$ cat config.mk
export PLATFORM = sky130hd
export DESIGN_NAME = mc_controller
export DESIGN_NICKNAME = d
export VERILOG_FILES = /design/src/rtl/mc_controller.sv
export SDC_FILE = /design/constraint.sdc
export NUM_CORES = 1
export LEC_CHECK = 0
export CAP_MARGIN = 20
export CORE_MARGIN = 1.5
export CORE_UTILIZATION = 39
export CTS_CLUSTER_DIAMETER = 80
export DETAILED_ROUTE_END_ITERATION = 16
export PLACE_DENSITY = 0.83
export SLEW_MARGIN = 20
export SYNTH_ARGS = -nofsm -noshare
export SYNTH_HDL_FRONTEND = slang
export SYNTH_SLANG_ARGS = --single-unit
export TNS_END_PERCENT = 1
$ cat constraint.sdc
create_clock -name clk -period 2 [get_ports clk]
set_clock_uncertainty 0.15 [all_clocks]
set_input_delay 0.3 -clock clk [delete_from_list [all_inputs] [get_ports clk]]
set_output_delay 0.3 -clock clk [all_outputs]
set_load 0.03 [all_outputs]
$ cat src/rtl/mc_controller.sv
// rtl/mc_controller.sv - multi-cycle RISC-V main controller: state sequencing and datapath control.
// Optional memory-wait handshake (mem_ready port) is built when MC_MEMWAIT_EN is defined.
module mc_controller (
  input  logic       clk,
  input  logic       rst_n,
  input  logic       run,
  input  logic [6:0] opcode,
  input  logic [2:0] funct3,
  input  logic       funct7b5,
  input  logic       zero,
`ifdef MC_MEMWAIT_EN
  input  logic       mem_ready,
`endif
  output logic       pcwrite,
  output logic       irwrite,
  output logic       adrsrc,
  output logic       memwrite,
  output logic       regwrite,
  output logic [1:0] resultsrc,
  output logic [1:0] alusrca,
  output logic [1:0] alusrcb,
  output logic [1:0] immsrc,
  output logic [2:0] alucontrol,
  output logic [3:0] state,
  output logic       retire,
  output logic       illegal
);

  typedef enum logic [3:0] {
    S_FETCH    = 4'd0,
    S_DECODE   = 4'd1,
    S_MEMADR   = 4'd2,
    S_MEMREAD  = 4'd3,
    S_MEMWB    = 4'd4,
    S_MEMWRITE = 4'd5,
    S_EXECR    = 4'd6,
    S_EXECI    = 4'd7,
    S_ALUWB    = 4'd8,
    S_BEQ      = 4'd9,
    S_JAL      = 4'd10
  } state_t;

  localparam logic [6:0] OP_LOAD  = 7'b0000011;
  localparam logic [6:0] OP_STORE = 7'b0100011;
  localparam logic [6:0] OP_RTYPE = 7'b0110011;
  localparam logic [6:0] OP_ITYPE = 7'b0010011;
  localparam logic [6:0] OP_BEQ   = 7'b1100011;
  localparam logic [6:0] OP_JAL   = 7'b1101111;

  localparam logic [1:0] ALUOP_ADD   = 2'b00;
  localparam logic [1:0] ALUOP_SUB   = 2'b01;
  localparam logic [1:0] ALUOP_FUNCT = 2'b10;

  state_t     st;
  logic       mem_ok;
  logic       legal_op;
  logic [1:0] aluop;

`ifdef MC_MEMWAIT_EN
  assign mem_ok = mem_ready;
`else
  assign mem_ok = 1'b1;
`endif

  assign state = st;

  always_comb begin
    legal_op = 1'b0;
    case (opcode)
      OP_LOAD, OP_STORE, OP_RTYPE, OP_ITYPE, OP_BEQ, OP_JAL: legal_op = 1'b1;
      default: legal_op = 1'b0;
    endcase
  end

  always_ff @(posedge clk or negedge rst_n) begin
    if (!rst_n) begin
      st <= S_FETCH;
    end else begin
      case (st)
        S_FETCH:    if (run && mem_ok) st <= S_DECODE;
        S_DECODE: begin
          case (opcode)
            OP_LOAD, OP_STORE: st <= S_MEMADR;
            OP_RTYPE:          st <= S_EXECR;
            OP_ITYPE:          st <= S_EXECI;
            OP_BEQ:            st <= S_BEQ;
            OP_JAL:            st <= S_JAL;
            default:           st <= S_FETCH;
          endcase
        end
        S_MEMADR:   st <= opcode[5] ? S_MEMWRITE : S_MEMREAD;
        S_MEMREAD:  if (mem_ok) st <= S_MEMWB;
        S_MEMWB:    st <= S_FETCH;
        S_MEMWRITE: if (mem_ok) st <= S_FETCH;
        S_EXECR:    st <= S_ALUWB;
        S_EXECI:    st <= S_ALUWB;
        S_ALUWB:    st <= S_FETCH;
        S_BEQ:      st <= S_FETCH;
        S_JAL:      st <= S_ALUWB;
        default:    st <= S_FETCH;
      endcase
    end
  end

  // Moore decode of the registered state; reset forces every output low at once.
  always_comb begin
    pcwrite   = 1'b0;
    irwrite   = 1'b0;
    adrsrc    = 1'b0;
    memwrite  = 1'b0;
    regwrite  = 1'b0;
    resultsrc = 2'b00;
    alusrca   = 2'b00;
    alusrcb   = 2'b00;
    aluop     = ALUOP_ADD;
    retire    = 1'b0;
    illegal   = 1'b0;
    case (st)
      S_FETCH: begin
        irwrite   = run & mem_ok;
        pcwrite   = run & mem_ok;
        alusrcb   = 2'b10;
        resultsrc = 2'b10;
      end
      S_DECODE: begin
        alusrca = 2'b01;
        alusrcb = 2'b01;
        illegal = ~legal_op;
      end
      S_MEMADR: begin
        alusrca = 2'b10;
        alusrcb = 2'b01;
      end
      S_MEMREAD: adrsrc = 1'b1;
      S_MEMWB: begin
        resultsrc = 2'b01;
        regwrite  = 1'b1;
        retire    = 1'b1;
      end
      S_MEMWRITE: begin
        adrsrc   = 1'b1;
        memwrite = 1'b1;
        retire   = mem_ok;
      end
      S_EXECR: begin
        alusrca = 2'b10;
        aluop   = ALUOP_FUNCT;
      end
      S_EXECI: begin
        alusrca = 2'b10;
        alusrcb = 2'b01;
        aluop   = ALUOP_FUNCT;
      end
      S_ALUWB: begin
        regwrite = 1'b1;
        retire   = 1'b1;
      end
      S_BEQ: begin
        alusrca = 2'b10;
        aluop   = ALUOP_SUB;
        pcwrite = zero;
        retire  = 1'b1;
      end
      S_JAL: begin
        alusrca = 2'b01;
        alusrcb = 2'b10;
        pcwrite = 1'b1;
      end
      default: ;
    endcase

    case (opcode)
      OP_STORE: immsrc = 2'b01;
      OP_BEQ:   immsrc = 2'b10;
      OP_JAL:   immsrc = 2'b11;
      default:  immsrc = 2'b00;
    endcase

    case (aluop)
      ALUOP_ADD: alucontrol = 3'b000;
      ALUOP_SUB: alucontrol = 3'b001;
      default: begin
        case (funct3)
          3'b000:  alucontrol = (funct7b5 & opcode[5]) ? 3'b001 : 3'b000;
          3'b010:  alucontrol = 3'b101;
          3'b110:  alucontrol = 3'b011;
          3'b111:  alucontrol = 3'b010;
          default: alucontrol = 3'b000;
        endcase
      end
    endcase

    if (!rst_n) begin
      pcwrite    = 1'b0;
      irwrite    = 1'b0;
      adrsrc     = 1'b0;
      memwrite   = 1'b0;
      regwrite   = 1'b0;
      resultsrc  = 2'b00;
      alusrca    = 2'b00;
      alusrcb    = 2'b00;
      immsrc     = 2'b00;
      alucontrol = 3'b000;
      retire     = 1'b0;
      illegal    = 1'b0;
    end
  end

endmodule

==> out/metrics.yaml <==
peakVddDrop_uv: 775
cts_made_buffers: 3
final_util: 0.828
wirelength_mm: 2.40
worstPathCellList: "buf_4 -> nor4b_4 -> nand2_1 -> nor3b_2 -> buf_4"
layout_min_cycle_time_ns: 2.04
fmax_mhz: 491
worst_slack_ns: -0.0384
syn_avg_cell_area_um2: 7.30
regArea_um2: 104
syn-cell-area_um2: 606
yosys_warnings: 0
vias_per_cell: 5.66
path_common_cell: "buf_4"
ys_async_sr_fraction: 1.00
clock_path_buffers: 2
fill_cells: 95
largest_reg_flops: 4
finalSetupViolations: 1
yosysSeqAreaShare: 0.165
reg2reg_to: "state[0]"
synth_seq_cells: 4
slowest_delay_ns: 0.45
ff2ff_path_depth: 5
violations: "setup timing"
syn-num-nets: 98
antenna_found_initial: 0
grt_pass1_wl_mm: 3.54
drv_cap: 0
overflow: 0
crit_path_top_delay_cell: "dfrtp_2"
cts_max_level: 1
synth-edff-count: 0
end_kind: "output port"
cp-startpoint: "state[3]"
synthTopCellsByArea: "dfrtp_1 (17%), nand2_1 (6.8%), or3b_1 (4.3%)"
slew_viol_final: 0
critical_path_required_ns: 1.55
worst-path-buf-inv: 2
place.detailed.hpwl_mm: 1.54
yosys.area.top_type_share: 0.165
r2r-start: "state[3]"
status: "finished with violations"
pre_cts_ws_ns: -0.130
gp_congestion: 0.804
cts_sinks: 4
coreArea_um2: 1470
die_area_um2: 1800
ff2ff_setup_slack_ns: 0.37
vias: 894
clock_latency_ns: 0.24
grt_usage: 0.257
stdcell_count: 158
dr.pass1.iters: 4
rsz0062_at_grt: "yes"
synth_top_area_cell: "dfrtp_1"
initial_core_util: 0.412
antenna_cells: 0
grt_max_degree: 16
start_kind: "register"
final-hold-violation-count: 0
ios: 37
placed_cells: 148
drcViolationCount: 0
arrival_ns: 1.59
cts.root.buffer_cell: "clkbuf_4"
drive_gt1_frac: 0.465
detail-route-antenna-nets: 0
postCtsHoldBufs: 0
synth_cell_types: 38
cts_tree: "yes"
cp_max_fo: 8
die_x_um: 42.4
rows: 14
syn_inst: 83
syn_to_final_growth_pct: 101
worstSetupPathType: "reg -> out"
min_path_type: "in -> async"
multi_input_area_um2: 531
fin_area_um2: 1220
power.density_nw_per_um2: 639
drt_iter0_drc: 19
path_clk_slew_ns: 0.04
nets: 159
grt_pass1_vias: 822
whs_ns: 0.159
tightest_slew_ns: 0.314
die_h_um: 42.4
leakage_nw: 0.600
io_buffer_count: 36
slew_headroom: 0.790
path_delay_family: "simple AND/OR/NAND/NOR gates"
dpl-instance-area_um2: 1060
wl_per_cell_um: 15.2
ys.flop_type: "dfrtp_1"
min_period_over_period: 1.02
layout make-up:
cell class	instances	share of cell area
clock buffers	3	0.0185
flip-flops and latches	4	0.0852
repair buffers	61	0.432
inverters	4	0.0123
well taps	16	0.0164
multi-input cells	70	0.435
worst register-to-register path, cell delays in order, from the launching register on:
cell and delay (ns):
dfrtp_2 0.45, buf_4 0.17, nor4b_4 0.28, buf_4 0.19, o211ai_1 0.10, a22oi_1 0.20
cells in the mapped netlist (3+ instances only):
cell type and number:
inv_1 3, nor2b_1 3, dfrtp_1 4, buf_2 3, nor3b_1 3, xor2_1 3
or3b_1 3, nor2_1 4, o21ai_0 3, nand4_1 3, nor3_1 4, nand2_1 11
cell families after synthesis:
kind of cell	synth area share
muxes	0.0165
and+or+nand+nor	0.496
buffers and inverters	0.0744
DFF	0.165
AOI/OAI and AO/OA	0.190
xor gates and xnor gates	0.0579
cells in the final DEF (no fill, tap or decap), types with 2 or more instances in the layout:
| cell type | instances |
|---|---|
| xor2_1 | 3 |
| clkbuf_4 | 3 |
| buf_4 | 37 |
| a21oi_2 | 2 |
| inv_1 | 3 |
| nand2_1 | 10 |
| nor2_1 | 4 |
| nor3_2 | 2 |
| o21ai_1 | 2 |
| nor3_1 | 2 |
| a21boi_1 | 2 |
| dlymetal6s2s_1 | 3 |
| buf_6 | 6 |
| o2bb2ai_1 | 2 |
| nand4_1 | 3 |
| and3b_1 | 2 |
| nor3b_2 | 2 |
| nor2b_1 | 2 |
| dlygate4sd2_1 | 5 |
| dfrtp_2 | 3 |
| or3b_1 | 3 |
| clkdlybuf4s50_1 | 10 |
| o21ai_0 | 3 |
how the worst max path moves through the flow:
stage / end / depth (start not counted)
3_3_place_gp: pcwrite / 5
3_5_place_dp: pcwrite / 5
2_1_floorplan: irwrite / 3
5_1_grt: illegal / 5
4_1_cts: pcwrite / 4
6_report: illegal / 5
metal layers:
layer | vias to the layer above | GRT usage | wire length, um
li1 | 427 | - | -
met1 | 412 | 0.262 | 835
met2 | 47 | 0.514 | 1370
met3 | 8 | 0.0216 | 129
met4 | 0 | 0.113 | 61
met5 | - | 0 | 0
stage by stage:
step | TNS, ns | power (mW)
2_1_floorplan | -0.866 | 0.411
3_3_place_gp | -0.0352 | 0.606
3_5_place_dp | -0.242 | 0.619
4_1_cts | -0.00436 | 0.727
5_1_grt | -0.203 | 0.815
6_report | -0.0384 | 0.779
repair_timing:
| action | CTS | global route |
|---|---|---|
| resized for setup | 11 | 18 |
| endpoints found under the setup margin | 10 | 10 |
| pin swaps | 5 | 10 |
| setup buffers | 5 | 2 |
power by group:
group | switching [mW] | internal [mW]
logic | 0.292 | 0.269
clock network | 0.0364 | 0.0673
registers | 0.0204 | 0.0941
total | 0.348 | 0.431
Note: power is estimated with default switching activity, not from simulation.
